<file path="src/rtl/dpram_port_arbiter.sv">
// Single-port controller for the 1024x16 block RAM: optional post-reset clear sweep,
// then round-robin sharing of the port between two requesters with one-cycle read return.
module dpram_port_arbiter #(
  parameter int                 ADDR_W         = 10,
  parameter int                 DATA_W         = 16,
  parameter int                 DEPTH          = 1024,
  parameter bit                 CLEAR_ON_RESET = 1'b1,
  parameter logic [DATA_W-1:0]  INIT_VALUE     = '0
) (
  input  logic              clk,
  input  logic              rst_n,
  input  logic              req0,
  input  logic              req1,
  input  logic              we0,
  input  logic              we1,
  input  logic [ADDR_W-1:0] addr0,
  input  logic [ADDR_W-1:0] addr1,
  input  logic [DATA_W-1:0] wdata0,
  input  logic [DATA_W-1:0] wdata1,
  output logic              gnt0,
  output logic              gnt1,
  output logic              rvalid0,
  output logic              rvalid1,
  output logic [DATA_W-1:0] rdata0,
  output logic [DATA_W-1:0] rdata1,
  output logic              init_done,
  output logic              ram_en,
  output logic [ADDR_W-1:0] ram_addr,
  output logic [DATA_W-1:0] ram_wdata,
  input  logic [DATA_W-1:0] ram_rdata
);

  typedef enum logic {ST_INIT, ST_RUN} state_t;

  localparam logic [ADDR_W-1:0] LAST_ADDR = ADDR_W'(DEPTH - 1);

  state_t            r_state;
  state_t            w_nextState;
  logic [ADDR_W-1:0] r_count;
  logic [ADDR_W-1:0] r_lastAddr;
  logic              r_prio;
  logic              r_rvalid0;
  logic              r_rvalid1;
  logic              w_sweepEnd;

  assign w_sweepEnd = (r_count == LAST_ADDR);

  always_ff @(posedge clk) begin
    if (!rst_n) begin
      r_state <= CLEAR_ON_RESET ? ST_INIT : ST_RUN;
    end else begin
      r_state <= w_nextState;
    end
  end

  always_comb begin
    w_nextState = r_state;
    if (r_state == ST_INIT && w_sweepEnd) begin
      w_nextState = ST_RUN;
    end
  end

  // Reset overrides everything; r_prio only matters when both requesters are waiting.
  always_comb begin
    gnt0      = 1'b0;
    gnt1      = 1'b0;
    init_done = 1'b0;
    ram_en    = 1'b0;
    ram_addr  = r_lastAddr;
    ram_wdata = '0;
    if (rst_n) begin
      if (r_state == ST_INIT) begin
        ram_en    = 1'b1;
        ram_addr  = r_count;
        ram_wdata = INIT_VALUE;
      end else begin
        init_done = 1'b1;
        if (req0 && (!req1 || !r_prio)) begin
          gnt0      = 1'b1;
          ram_en    = we0;
          ram_addr  = addr0;
          ram_wdata = wdata0;
        end else if (req1) begin
          gnt1      = 1'b1;
          ram_en    = we1;
          ram_addr  = addr1;
          ram_wdata = wdata1;
        end
      end
    end
  end

  always_ff @(posedge clk) begin
    if (!rst_n) begin
      r_count    <= '0;
      r_lastAddr <= '0;
      r_prio     <= 1'b0;
      r_rvalid0  <= 1'b0;
      r_rvalid1  <= 1'b0;
    end else begin
      if (r_state == ST_INIT && !w_sweepEnd) begin
        r_count <= r_count + 1'b1;
      end
      if (gnt0) begin
        r_prio     <= 1'b1;
        r_lastAddr <= addr0;
      end else if (gnt1) begin
        r_prio     <= 1'b0;
        r_lastAddr <= addr1;
      end
      r_rvalid0 <= gnt0 && !we0;
      r_rvalid1 <= gnt1 && !we1;
    end
  end

  assign rvalid0 = r_rvalid0;
  assign rvalid1 = r_rvalid1;
  assign rdata0  = r_rvalid0 ? ram_rdata : '0;
  assign rdata1  = r_rvalid1 ? ram_rdata : '0;

endmodule

</file>
<file path="config.mk">
export PLATFORM = sky130hd
export DESIGN_NAME = dpram_port_arbiter
export DESIGN_NICKNAME = d
export VERILOG_FILES = /design/src/rtl/dpram_port_arbiter.sv
export SDC_FILE = /design/constraint.sdc
export NUM_CORES = 1
export LEC_CHECK = 0
export BUFFER_PORTS_ARGS = -buffer_cell sky130_fd_sc_hd__buf_4
export CORE_MARGIN = 3
export CORE_UTILIZATION = 40
export CTS_CLUSTER_SIZE = 25
export DETAILED_ROUTE_END_ITERATION = 10
export PLACE_DENSITY = 0.8
export SETUP_SLACK_MARGIN = 0.1
export SYNTH_ARGS = -nofsm -noshare
export SYNTH_HDL_FRONTEND = slang
export SYNTH_SLANG_ARGS = --single-unit
</file>
<file path="constraint.sdc">
create_clock -name clk -period 3.4 [get_ports clk]
set_clock_uncertainty 0.15 [all_clocks]
set_input_delay 0.34 -clock clk [delete_from_list [all_inputs] [get_ports clk]]
set_output_delay 0.34 -clock clk [all_outputs]
set_load 0.1 [all_outputs]
</file>
==> results.yml <==
global_routing:
  track_usage_pct: 24.69
  overflow: 0
  grt_first_pass_wirelength_um: 10720
  grt_max_degree: 39
  grt_pass1_vias: 2093
  antenna_found_initial: 0
critical_path:
  crit_type: "primary input to output pin"
  critPathTopFamily: "buffers and inverters"
  cp_slowest_cell: "clkinv_1"
  crit_buf_inv: 4
  regToRegEndpoint: "r_lastAddr[9]"
  r2r_cells: 5
  slowest_delay_ps: 480
  critPathMaxFanout: 38
  r2r_slack_ps: 1480
  cp-start-kind: "primary input"
  cp.depth: 7
  critPathCaptureType: "output pin"
  critPathMostFrequentCell: "buf_4"
  cp_data_required_time_ps: 2910
  crit_arrival_ps: 2090
  reg2reg_from: "r_prio"
  worstPathCellList: "buf_4 -> nand2_2 -> clkinv_2 -> nand3_2 -> clkinv_1 -> a22o_1 -> buf_4"
final_layout:
  seq_area_um2: 480.5
  nFillCells: 364
  fin_cells: 410
  fin_util_pct: 68.20
  num_antenna_cells: 0
  multi_input_area_um2: 1221
  area_delta_synth_final_pct: 56.96
  finalNetCount: 437
  drive_above_1_share_pct: 43.33
run_status:
  status: "finished, final reports clean"
synthesis:
  ys_ff_latch: 24
  netlist-cell-type-count: 48
  synth_top_cell_area_share_pct: 26.32
  async_flop_share_pct: 0
  syn_area_um2: 1826
  seq_area_frac_synth_pct: 26.32
  synth.largest_area_cell: "dfxtp_1"
  synth_most_common_cell: "and2_1"
  synth_warnings: 0
  synth_edf_count: 0
  synth_ff_type: "dfxtp_1"
  syn_avg_cell_area_um2: 7.735
  synth_commonest_cells: "and2_1 (32), nor2_1 (26), dfxtp_1 (24), a22o_1 (16), o21ai_0 (13)"
  syn_inst: 236
  synth_nets: 311
  synth_top_cells_by_area: "dfxtp_1 (26%), and2_1 (11%), a22o_1 (7.7%)"
sta:
  finalCriticalPeriod_ps: 2580
  max_freq_ghz: 0.3876
  hold_slack_ps: 88.21
  setup_tns_ps: 0
  tightestPinTransition_ps: 561.1
  rsz0062_at_grt: "no"
  finalSetupViolations: 0
  hold_viol_final: 0
  fin_crit_sh_pct: 75.87
  slew_viol_final: 0
  worst_slew_margin_rel_pct: 62.36
clocking:
  htreeDepth: 1
  clk_latency_ps: 260
  clock-sinks: 24
  cts_hold_buf: 0
  root_buffer: "clkbuf_8"
  numCtsBuffers: 3
  cts_resized: 0
  clk_path_buf_depth: 2
  cts_setup_buffers: 0
  cts_tree: "built"
  clk_pin_slew_ps: 80
power_and_ir_drop:
  vdd_drop_max_mv: 0.2388
  p_per_area_nw_per_um2: 238.5
  leakagePower_nw: 1.356
  finalPower_uw: 683.2
floorplanning:
  core_um2: 4202
  die_h_um: 73.56
  ioPinCount: 138
  die_w_um: 73.56
  start_util_pct: 43.45
  rows: 23
  die_area_um2: 5410
hold_path:
  hold_end: "rvalid0"
  worstHoldStart: "we0"
  min_delay_path_depth: 2
  hp-class: "primary input to flop"
detailed_routing:
  remaining_drc_errors: 0
  drt-initial-drc-count: 97
  via_per_inst: 5.446
  drt_pass1_iterations: 4
  routed_wl_um: 6993
  ant_nets: 0
  num_vias: 2233
  post_drt_wl_per_cell_um: 17.06
flow_run:
  maxCapViolations: 0
placed_design:
  io_buffers: 137
  dp.cells: 407
  dp_hpwl_um: 5671
  gp_congestion: 1.045
-- per-layer routing --
| layer | global-route usage, % | vias up | part of all wire, % |
|---|---|---|---|
| li1 | - | 1128 | - |
| met1 | 31.64 | 1009 | 40 |
| met2 | 44.49 | 90 | 52 |
| met3 | 2.462 | 6 | 6.7 |
| met4 | 5.030 | 0 | 1.1 |
| met5 | 0 | - | 0 |
-- logic make-up (layout without fill, tap and decap cells) --
group | Yosys count | count (layout) | synth area share (%)
muxes | 1 | 1 | 0.5483
and+or+nand+nor | 104 | 104 | 32.21
AOI/OAI and AO/OA | 81 | 81 | 32.49
xor gates and xnor gates | 2 | 2 | 0.9597
DFF | 24 | 24 | 26.32
buffers and inverters | 23 | 147 | 6.784
adders and majority gates | 1 | 1 | 0.6853
-- report_power, final --
part | switching [mW] | total, mW | internal, mW
combinational | 0.132 | 0.220 | 0.0879
sequential | 0.0126 | 0.302 | 0.289
clock | 0.0829 | 0.162 | 0.0790
-- placed cells by master, fill, tap and decap left out, drive strengths merged, types with 2 or more instances in the layout --
master	instances
nand2	10
nor2	26
nand3	5
a31oi	12
o21ai	15
nand2b	8
and3	2
clkbuf	3
a22oi	3
nand4b	2
and4	2
a22o	16
clkinv	3
nor3	4
and2	33
a32oi	2
nor2b	2
dfxtp	24
o22ai	3
o221ai	8
nand3b	3
or2b	2
xnor2	2
o221a	7
inv	3
buf	138
nand4	2
a21oi	10
-- state kept, by name, indices dropped and copies added, names as in the netlist --
register	cells
r_count	10
r_prio	1
r_lastAddr	10
rvalid1	1
r_state	1
rvalid0	1
-- layout make-up --
cell class	count	share of cell area [%]
multi-input cells	189	42.62
inverters	6	0.8297
clock buffers	3	1.441
well taps	50	2.183
repair buffers	138	36.16
flip-flops and latches	24	16.77
-- per-stage QoR --
| step | worst slack [ps] | area, µm² |
|---|---|---|
| after floorplan | 304.2 | 1826 |
| after global placement | 963.2 | 2824 |
| after detailed placement | 859.4 | 2824 |
| after CTS | 858.0 | 2865 |
| after global routing | 689.6 | 2865 |
| final | 820.3 | 2865 |
-- worst max-delay path by stage --
stage	start	end
final	rst_n	ram_wdata[3]
after global routing	rst_n	ram_wdata[11]
after CTS	rst_n	ram_wdata[2]
after detailed placement	rst_n	ram_wdata[2]
after global placement	rst_n	ram_wdata[0]
after floorplan	r_state	ram_addr[5]
(Power assumes the default switching activity.)
